$ cat config.mk
export PLATFORM = sky130hd
export DESIGN_NAME = fetch_redirect_ctrl_flat
export DESIGN_NICKNAME = d
export VERILOG_FILES = /design/src/rtl/fetch_redirect_if.sv /design/src/rtl/fetch_redirect_ctrl.sv /design/src/flat_wrapper.sv
export SDC_FILE = /design/constraint.sdc
export NUM_CORES = 1
export LEC_CHECK = 0
export ABC_AREA = 1
export CORE_MARGIN = 1
export CORE_UTILIZATION = 29
export CTS_CLUSTER_DIAMETER = 120
export DETAILED_ROUTE_END_ITERATION = 7
export HOLD_SLACK_MARGIN = 0.1
export PLACE_DENSITY_LB_ADDON = 0.25
export SLEW_MARGIN = 40
export SYNTH_ARGS = -nofsm -noshare
export SYNTH_HDL_FRONTEND = slang
export SYNTH_SLANG_ARGS = --single-unit
$ cat constraint.sdc
create_clock -name clk -period 2.9 [get_ports clk]
set_clock_uncertainty 0.1 [all_clocks]
set_input_delay 0.58 -clock clk [delete_from_list [all_inputs] [get_ports clk]]
set_output_delay 0.58 -clock clk [all_outputs]
set_load 0.005 [all_outputs]
$ cat src/rtl/fetch_redirect_if.sv
// Fetch-redirect control bus: master = redirect controller, slave = fetch/execute side.
// Pure wiring; no latency or flow control of its own.
interface fetch_redirect_if #(
  parameter int PC_W = 32
);
  logic            int_req;
  logic            hazard_stall;
  logic            is_two_word;
  logic [PC_W-1:0] pc_current;
  logic            branch_taken;
  logic [PC_W-1:0] branch_target;
  logic            rti_exec;

  logic            stall;
  logic            jumpBit;
  logic [PC_W-1:0] branchIR;
  logic            interruptBit;
  logic            flush;
  logic            int_ack;
  logic            in_isr;
  logic [PC_W-1:0] saved_pc;

  modport master (
    input  int_req, hazard_stall, is_two_word, pc_current,
           branch_taken, branch_target, rti_exec,
    output stall, jumpBit, branchIR, interruptBit, flush,
           int_ack, in_isr, saved_pc
  );

  modport slave (
    output int_req, hazard_stall, is_two_word, pc_current,
           branch_taken, branch_target, rti_exec,
    input  stall, jumpBit, branchIR, interruptBit, flush,
           int_ack, in_isr, saved_pc
  );
endinterface

$ cat src/rtl/fetch_redirect_ctrl.sv
// Fetch redirect/hold controller: branch and RTI redirects one cycle after the request, interrupt entry after DRAIN_CYCLES of hold.
// stall is combinational (hazard_stall or draining); INT_EDGE_EN selects edge-triggered instead of level interrupt latching.
module fetch_redirect_ctrl #(
  parameter int PC_W         = 32,
  parameter int DRAIN_CYCLES = 2
) (
  input logic              clk,
  input logic              rst,
  fetch_redirect_if.master bus
);

  typedef enum logic [1:0] {
    IDLE   = 2'd0,
    DRAIN  = 2'd1,
    VECTOR = 2'd2,
    ISR    = 2'd3
  } state_t;

  localparam logic [3:0] CNT_INIT = 4'(DRAIN_CYCLES - 1);

  state_t          state;
  logic [3:0]      cnt;
  logic            pending;
  logic            int_set;
  logic            enter_ok;
  logic [PC_W-1:0] saved_pc_q;
  logic [PC_W-1:0] branch_ir_q;
  logic            jump_q;
  logic            int_bit_q;
  logic            flush_q;
  logic            ack_q;
  logic            in_isr_q;

`ifdef INT_EDGE_EN
  logic int_req_q;

  always_ff @(posedge clk) begin
    if (rst) begin
      int_req_q <= 1'b0;
    end else begin
      int_req_q <= bus.int_req;
    end
  end

  assign int_set = bus.int_req & ~int_req_q;
`else
  assign int_set = bus.int_req;
`endif

  // Entry only at a clean instruction boundary; a same-cycle branch keeps priority.
  assign enter_ok = pending & ~bus.is_two_word & ~bus.hazard_stall & ~bus.branch_taken;

  always_ff @(posedge clk) begin
    if (rst) begin
      state       <= IDLE;
      cnt         <= 4'd0;
      pending     <= 1'b0;
      saved_pc_q  <= '0;
      branch_ir_q <= '0;
      jump_q      <= 1'b0;
      int_bit_q   <= 1'b0;
      flush_q     <= 1'b0;
      ack_q       <= 1'b0;
      in_isr_q    <= 1'b0;
    end else begin
      jump_q    <= 1'b0;
      int_bit_q <= 1'b0;
      flush_q   <= 1'b0;
      ack_q     <= 1'b0;
      pending   <= (state == VECTOR) ? 1'b0 : (pending | int_set);

      case (state)
        IDLE: begin
          in_isr_q <= 1'b0;
          if (bus.branch_taken) begin
            jump_q      <= 1'b1;
            branch_ir_q <= bus.branch_target;
            flush_q     <= 1'b1;
          end else if (enter_ok) begin
            state      <= DRAIN;
            saved_pc_q <= bus.pc_current;
            cnt        <= CNT_INIT;
            flush_q    <= 1'b1;
          end
        end

        DRAIN: begin
          flush_q <= 1'b1;
          if (cnt == 4'd0) begin
            state     <= VECTOR;
            int_bit_q <= 1'b1;
            ack_q     <= 1'b1;
          end else begin
            cnt <= cnt - 4'd1;
          end
        end

        VECTOR: begin
          state    <= ISR;
          in_isr_q <= 1'b1;
        end

        ISR: begin
          if (bus.rti_exec) begin
            state       <= IDLE;
            in_isr_q    <= 1'b0;
            jump_q      <= 1'b1;
            branch_ir_q <= saved_pc_q;
            flush_q     <= 1'b1;
          end else begin
            in_isr_q <= 1'b1;
            if (bus.branch_taken) begin
              jump_q      <= 1'b1;
              branch_ir_q <= bus.branch_target;
              flush_q     <= 1'b1;
            end
          end
        end

        default: state <= IDLE;
      endcase
    end
  end

  assign bus.stall        = bus.hazard_stall | (state == DRAIN);
  assign bus.jumpBit      = jump_q;
  assign bus.branchIR     = branch_ir_q;
  assign bus.interruptBit = int_bit_q;
  assign bus.flush        = flush_q;
  assign bus.int_ack      = ack_q;
  assign bus.in_isr       = in_isr_q;
  assign bus.saved_pc     = saved_pc_q;

`ifndef SYNTHESIS
  always_ff @(posedge clk) begin
    if (!rst) begin
      assert (DRAIN_CYCLES >= 1 && DRAIN_CYCLES <= 15);
      assert (!(jump_q && int_bit_q));
      assert (ack_q == (state == VECTOR));
      assert (in_isr_q == (state == ISR));
    end
  end
`endif

endmodule

$ cat src/flat_wrapper.sv
// flat-port wrapper written by rule: the top's interface ports become plain ports
module fetch_redirect_ctrl_flat 
#(
  parameter int PC_W         = 32,
  parameter int DRAIN_CYCLES = 2
)
  (clk, rst, bus_int_req, bus_hazard_stall, bus_is_two_word, bus_pc_current, bus_branch_taken, bus_branch_target, bus_rti_exec, bus_stall, bus_jumpBit, bus_branchIR, bus_interruptBit, bus_flush, bus_int_ack, bus_in_isr, bus_saved_pc);
  fetch_redirect_if #(.PC_W(PC_W)) bus_i ();
  input logic clk;
  input logic rst;
  input wire logic [$bits(bus_i.int_req)-1:0] bus_int_req;
  input wire logic [$bits(bus_i.hazard_stall)-1:0] bus_hazard_stall;
  input wire logic [$bits(bus_i.is_two_word)-1:0] bus_is_two_word;
  input wire logic [$bits(bus_i.pc_current)-1:0] bus_pc_current;
  input wire logic [$bits(bus_i.branch_taken)-1:0] bus_branch_taken;
  input wire logic [$bits(bus_i.branch_target)-1:0] bus_branch_target;
  input wire logic [$bits(bus_i.rti_exec)-1:0] bus_rti_exec;
  output wire logic [$bits(bus_i.stall)-1:0] bus_stall;
  output wire logic [$bits(bus_i.jumpBit)-1:0] bus_jumpBit;
  output wire logic [$bits(bus_i.branchIR)-1:0] bus_branchIR;
  output wire logic [$bits(bus_i.interruptBit)-1:0] bus_interruptBit;
  output wire logic [$bits(bus_i.flush)-1:0] bus_flush;
  output wire logic [$bits(bus_i.int_ack)-1:0] bus_int_ack;
  output wire logic [$bits(bus_i.in_isr)-1:0] bus_in_isr;
  output wire logic [$bits(bus_i.saved_pc)-1:0] bus_saved_pc;
  assign bus_i.int_req = bus_int_req;
  assign bus_i.hazard_stall = bus_hazard_stall;
  assign bus_i.is_two_word = bus_is_two_word;
  assign bus_i.pc_current = bus_pc_current;
  assign bus_i.branch_taken = bus_branch_taken;
  assign bus_i.branch_target = bus_branch_target;
  assign bus_i.rti_exec = bus_rti_exec;
  assign bus_stall = bus_i.stall;
  assign bus_jumpBit = bus_i.jumpBit;
  assign bus_branchIR = bus_i.branchIR;
  assign bus_interruptBit = bus_i.interruptBit;
  assign bus_flush = bus_i.flush;
  assign bus_int_ack = bus_i.int_ack;
  assign bus_in_isr = bus_i.in_isr;
  assign bus_saved_pc = bus_i.saved_pc;
  fetch_redirect_ctrl #(.PC_W(PC_W), .DRAIN_CYCLES(DRAIN_CYCLES)) u_core (.clk(clk), .rst(rst), .bus(bus_i));
endmodule
==> summary.txt, run 1 <==
Yosys
  • FF+latch count, synth: 75
  • Post-Synth Simple-Gate Area: 0.313
  • Main combinational cell family by area after synthesis: simple AND/OR/NAND/NOR gates
  • Xor and xnor area share after synthesis: 0
  • Netlist area before placement: 3710 um2
  • Compound-gate portion of the synthesized area: 0.170
  • Syn Inst Count: 487
  • Seq/Total Area, Yosys: 0.404
  • Synth warn: 0
  • Syn Area/Cell: 7.62 um2
  • Fraction of the mapped netlist area in adder cells: 0.0270
  • Mux cell area share after synthesis: 0
  • Count of cell types in the netlist: 29
  • Syn Nets: 566

Critical path
  • Critical path launch point type: register
  • Cell mode on critical path: inv_1
  • Bufs and invs on worst path: 3
  • Critical-path maximum fanout: 5
  • Crit path max-delay family: buffers and inverters
  • Crit-path cells: inv_1, ha_1, inv_1, nand2_1, clkdlybuf4s50_1
  • Crit path arrival time: 1.72 ns
  • Crit path max-delay cell type: clkdlybuf4s50_1
  • CP required: 2.22 ns
  • Crit Path Class: register to output port
  • CP Capture Type: output port
  • Crit path largest cell delay: 0.44 ns

Final layout
  • Area of the multi-input gates: 1900 um2
  • Layout cells sized above 1: 0.137
  • Diodes inserted: 0
  • Syn-to-layout area delta: 46.0%
  • Layout Utilization: 0.442
  • Seq. cell area: 1500 um2
  • Fillers: 1,258
  • NumNets Final: 690

Clocking
  • Clock Pin Slew Worst Setup and Hold Paths: 0.06 ns
  • Bufs on Longest Clock Path: 2
  • H-Tree Level Count: 3
  • Clk Latency, worst-skew pair: 0.32 ns
  • CTS buffer count: 9
  • Resize count post-CTS: 0
  • Hold Buf Count CTS: 0
  • Post-CTS Setup Bufs: 0
  • Sink Count: 75
  • CTS tree: done
  • Root Buffer: clkbuf_16

GRT
  • Total track usage: 0.180
  • Overflow after GRT: 0
  • Initial antenna violation count: 0
  • Vias in the first global route: 3,530
  • Global-route wire length before repair: 18,400 um
  • Largest net degree at the start of global routing: 43

Power and ir drop
  • Sequential power share: 0.360
  • Leakage: 2.00 nW
  • Psw: 1.30 mW
  • Max VDD drop: 0.309 mV
  • Clock network power share: 0.281
  • PD cells: 709 nW/um2
  • Switching share of power: 0.338
  • Internal Power: 2.54 mW
  • Combinational power share: 0.359

Route
  • Detail Route Antenna Nets: 0
  • Via density: 4.66
  • # DRC: 0
  • DRT iter0 DRCs: 227
  • Total wire length: 11,400 um
  • Initial DRT Pass Iterations: 4
  • Wire per inst: 14.6 um
  • Vias: 3,646

Placement
  • Count of input and output buffers: 140
  • Post-DP HPWL: 8140 um
  • Gp weighted congestion: 0.810

Floorplanning
  • Die H: 115 um
  • Die area: 13,300 um2
  • Die X: 115 um
  • # IOs: 141
  • Core area: 12,300 um2
  • Row cnt: 40
  • Initial Util: 0.303

Run
  • Max-cap violations: 0

Timing
  • Slew HR: 0.545
  • Worst Max-Slew Pin Slew: 0.682 ns
  • Final setup violation count: 0
  • Setup_tns: 0 ns
  • Max-slew violation count: 0
  • Final min period: 2.40 ns
  • Hold Vio Cnt, Final: 0
  • Final cycle utilization of the critical path: 0.828
  • Fmax: 0.417 GHz
  • RSZ-0062 raised after global routing: no

Min path
  • Min-Delay Path Class: register to register

Outcome
  • Status: completed
tightest hold or removal path: cells and delay by family (launching register included):
kind             cells  cell delay, ns
flip-flops           1            0.32
AND/OR/NAND/NOR      1            0.06
AO/OA/AOI/OAI        1            0.05
cells by family after synthesis:
family | count (synthesis)
AND/OR/NAND/NOR | 249
AO/OA/AOI/OAI | 103
flip-flops | 75
buffers and inverters | 52
adder cells (fa/ha/maj) | 8
cell usage after synthesis:
library cell | count | area (um2)
nand3_4 | 1 | 17.5
nor2_2 | 1 | 6.26
inv_8 | 1 | 11.3
a21oi_2 | 30 | 263
buf_2 | 10 | 50.1
nor2_1 | 34 | 128
a31oi_1 | 1 | 6.26
inv_2 | 6 | 22.5
inv_1 | 11 | 41.3
nand3_2 | 14 | 140
dfxtp_1 | 75 | 1500
o21ai_0 | 1 | 5.00
buf_12 | 3 | 60.1
nand3_1 | 57 | 285
nor2_4 | 1 | 11.3
nand2_1 | 132 | 495
o21a_1 | 1 | 7.51
nand2_2 | 2 | 12.5
or2_2 | 2 | 12.5
ha_1 | 8 | 100
nand2_8 | 1 | 20.0
clkbuf_1 | 12 | 45.0
nand2_4 | 2 | 22.5
or2_1 | 1 | 6.26
nor3_1 | 1 | 5.00
buf_6 | 5 | 56.3
buf_4 | 4 | 30.0
a21oi_1 | 18 | 90.1
o21ai_1 | 52 | 260
placed cells by master (no fill, tap or decap), types with 9 or more instances in the layout:
cell type        netlist  layout
a21oi_1               18      18
a21oi_2               30      30
clkbuf_16              0       9
clkdlybuf4s50_1        0     139
dfxtp_1               75      75
inv_1                 11      11
nand2_1              132     132
nand3_1               57      57
nand3_2               14      14
nor2_1                34      34
o21ai_1               52      52
registers in the layout (all words and copies together) (netlist names):
register and count:
u_core.bus.in_isr 1, u_core.bus.interruptBit 1, u_core.cnt 4, u_core.bus.branchIR 32, u_core.state 2, u_core.bus.saved_pc 32
u_core.bus.flush 1, u_core.pending 1, u_core.bus.jumpBit 1
cell type report:
class	instances	area share
clock inverter	5	0.0102
inverter	18	0.0138
sequential	75	0.277
multi-input combinational	360	0.351
timing repair buffer	147	0.267
clock buffer	10	0.0422
tap	168	0.0388
worst paths after layout:
path,startpoint,cells past startpoint,slack [ns],endpoint
setup / recovery,u_core.state[1],5,0.50,bus_stall
hold / removal,u_core.bus.branchIR[5],2,0.37,u_core.bus.branchIR[5]
setup reg to reg,u_core.state[0],6,0.60,u_core.bus.branchIR[31]
hold reg to reg,u_core.bus.branchIR[5],2,0.37,u_core.bus.branchIR[5]
power by group through the flow:
stage	Sequential (mW)	Clock [mW]	Combinational, mW
floorplan	1.39	0	0.785
finish	1.38	1.08	1.38
global route	1.41	1.16	1.54
detailed placement	1.40	0	1.39
CTS	1.38	1.11	1.40
global placement	1.40	0	1.36
metrics by stage:
step	worst slack, ns	std cells	instance area (um2)	total power, mW	hold WS (ns)
2_1_floorplan	1.35	487	3710	2.17	0.338
3_3_place_gp	0.505	768	5130	2.75	0.359
3_5_place_dp	0.499	768	5140	2.79	0.364
4_1_cts	0.492	783	5420	3.89	0.373
5_1_grt	0.338	783	5420	4.11	0.383
6_report	0.500	783	5420	3.84	0.370
metal layers:
layer,vias to the layer above,GRT usage,share of wire
li1,1859,-,-
met1,1683,0.236,0.46
met2,95,0.301,0.48
met3,9,0.0269,0.046
met4,0,0.0606,0.012
met5,-,0,0
(Power assumes the default switching activity.)
==> run 2, diff against run 1 <==
==> constraint.sdc (replaced) <==
create_clock -name clk -period 2.22 [get_ports clk]
set_clock_uncertainty 0.1 [all_clocks]
set_input_delay 0.444 -clock clk [delete_from_list [all_inputs] [get_ports clk]]
set_output_delay 0.444 -clock clk [all_outputs]
set_load 0.005 [all_outputs]
==> run 2 against run 1 <==
Sequential cell count is the same. Worst setup slack lost 0.44 ns. Clock power grew 21%. Via count is essentially flat. Register-to-register slack lost 0.34 ns. Hold slack lost 0.0016 ns.
==> summary.txt, run 2 (synthesized netlist as in run 1, its figures left out) <==
Final layout
  • Most common cell after layout, fill and taps aside: clkdlybuf4s50_1
  • Layout cells sized above 1: 0.148 (+0.0116)
  • Most frequent cells in the layout: clkdlybuf4s50_1, nand2_1, dfxtp_1
  • Syn-to-layout area delta: 47.3%
  • Fin area: 5470 um2 (+0.88%)
  • Diodes inserted: 0 (unchanged)
  • Fillers: 1,252 (-0.48%)
  • NumNets Final: 696 (+0.87%)
  • Finished Layout Cells: 789 (+0.77%)

Placement
  • Place WS: 0.112 ns (-0.387 ns)
  • Post-DP HPWL: 7960 um (-2.2%)
  • Count of input and output buffers: 140 (unchanged)
  • DP Area: 5190 um2 (+1.1%)
  • Placed cells: 774 (+0.78%)
  • Gp weighted congestion: 0.744 (-8.1%)

GRT
  • Largest net degree at the start of global routing: 54 (+26%)
  • Overflow after GRT: 0 (unchanged)
  • Total track usage: 0.174 (-0.00610)
  • Global-route wire length before repair: 17,900 um (-3.1%)
  • Vias in the first global route: 3,549 (+0.54%)
  • Initial antenna violation count: 0 (unchanged)

Timing
  • Worst Max-Slew Pin Slew: 0.519 ns (-0.163 ns)
  • Final worst slack: 0.0614 ns (-0.438 ns)
  • Slew HR: 0.653 (+0.108)
  • Hold Vio Cnt, Final: 0 (unchanged)
  • Setup_tns: 0 ns (unchanged)
  • Fmax: 0.463 GHz
  • Max-slew violation count: 0 (unchanged)
  • Final setup violation count: 0 (unchanged)
  • RSZ-0062 raised after global routing: no
  • Final cycle utilization of the critical path: 0.972
  • Final min period: 2.16 ns

Power and ir drop
  • Switching share of power: 0.338 (about the same)
  • Combinational power share: 0.369 (+0.010)
  • Clock network power share: 0.266 (-0.015)
  • PD cells: 903 nW/um2 (+27%)
  • Leakage: 2.04 nW (+1.7%)
  • Max VDD drop: 0.401 mV (+30%)
  • Psw: 1.67 mW (+29%)
  • Sequential power share: 0.365 (+0.005)
  • Internal Power: 3.27 mW (+29%)

Outcome
  • Status: completed

Route
  • Via density: 4.62 (-0.73%)
  • Initial DRT Pass Iterations: 4 (unchanged)
  • Wire per inst: 14.1 um (-3.6%)
  • Vias: 3,647 (+0.027%)
  • Total wire length: 11,100 um (-2.9%)
  • # DRC: 0 (unchanged)
  • Detail Route Antenna Nets: 0 (unchanged)
  • DRT iter0 DRCs: 216 (-4.8%)

Min path
  • Min-Delay Path Class: register to register

Critical path
  • Crit path largest cell delay: 0.50 ns (+0.06 ns)
  • Crit-path cells: ha_4, inv_2, nand2_1, clkdlybuf4s50_1
  • CP required: 1.68 ns (-0.54 ns)
  • CP Capture Type: output port
  • Crit Path Class: register to output port
  • Critical-path maximum fanout: 5 (unchanged)
  • Crit path arrival time: 1.61 ns (-0.11 ns)
  • Critical path launch point type: register
  • Crit path max-delay cell type: clkdlybuf4s50_1

Clocking
  • H-Tree Level Count: 3 (unchanged)
  • Clk Latency, worst-skew pair: 0.33 ns (about the same)
  • Bufs on Longest Clock Path: 2 (unchanged)
  • CTS tree: done
  • Root Buffer: clkbuf_16
  • Post-CTS Setup Bufs: 0 (unchanged)
  • Sink Count: 75 (unchanged)
  • CTS buffer count: 9 (unchanged)
  • Clock Pin Slew Worst Setup and Hold Paths: 0.06 ns (about the same)

Floorplanning
  • Initial Util: 0.303 (unchanged)
  • # IOs: 141 (unchanged)
  • Core area: 12,300 um2 (unchanged)
  • Row cnt: 40 (unchanged)
  • Die X: 115 um (unchanged)
  • Die H: 115 um (unchanged)
  • Die area: 13,300 um2 (unchanged)

Run
  • Max-cap violations: 0 (unchanged)
run 2: power groups by stage:
stage / Clock (mW) / Sequential (mW) / Combinational [mW]
floorplan: 0 / 1.81 / 1.03
global placement: 0 / 1.82 / 1.80
detailed placement: 0 / 1.82 / 1.83
CTS: 1.35 / 1.80 / 1.84
global route: 1.41 / 1.83 / 2.03
finish: 1.31 / 1.80 / 1.83
run 2: worst paths after layout:
path | startpoint | endpoint | depth (start not counted) | slack [ns]
setup / recovery | u_core.state[0] | bus_stall | 4 | 0.06
hold / removal | u_core.bus.branchIR[3] | u_core.bus.branchIR[3] | 2 | 0.37
setup reg to reg | u_core.state[0] | u_core.bus.branchIR[31] | 7 | 0.26
hold reg to reg | u_core.bus.branchIR[3] | u_core.bus.branchIR[3] | 2 | 0.37
run 2: final cells by class:
class                           count  area (um2)  share of cell area
Sequential cell                    75        1500               0.275
Clock buffer                       12         246              0.0451
Timing Repair Buffer              153        1510               0.275
Inverter                           18        75.1              0.0137
Clock inverter                      3        15.0             0.00275
Tap cell                          168         210              0.0384
Multi-Input combinational cell    360        1910               0.350
run 2: repair_timing:
item / in CTS / in global routing
hold endpoints to repair: 0 / 0
endpoints found under the setup margin: 1 / 1
resized for setup: 2 / 2
hold buffers: 0 / 0
run 2: worst max-delay path, delay by kind of cell (launching register included):
| family | cells | cell delay (ns) |
|---|---|---|
| simple gates | 1 | 0.05 |
| fa+ha+maj | 1 | 0.20 |
| buf+inv | 2 | 0.56 |
| flops | 1 | 0.47 |
run 2: metrics by stage:
step | hold WS, ns | power (mW) | util
after floorplan | 0.338 | 2.84 | -
after global placement | 0.356 | 3.62 | 0.423
after detailed placement | 0.362 | 3.64 | 0.424
after CTS | 0.367 | 4.99 | 0.445
after global routing | 0.385 | 5.27 | 0.446
final | 0.369 | 4.94 | 0.446
run 2: routing by layer:
metal  GRT usage  wire length, um  up-vias
met1       0.221             5090     1666
met2       0.288             5240      102
met4      0.0771              142        0
met5           0                0        -
met3      0.0306              615       11
li1            -                -     1868
==> run 3, diff against run 2 <==
--- a/config.mk
+++ b/config.mk
@@ -6,7 +6,6 @@
 export NUM_CORES = 1
 export LEC_CHECK = 0
 export ABC_AREA = 1
-export CORE_MARGIN = 1
 export CORE_UTILIZATION = 29
 export CTS_CLUSTER_DIAMETER = 120
 export DETAILED_ROUTE_END_ITERATION = 7
==> results of run 3 <==
No change in the layout: final DEF, timing and power equal those of run 2.
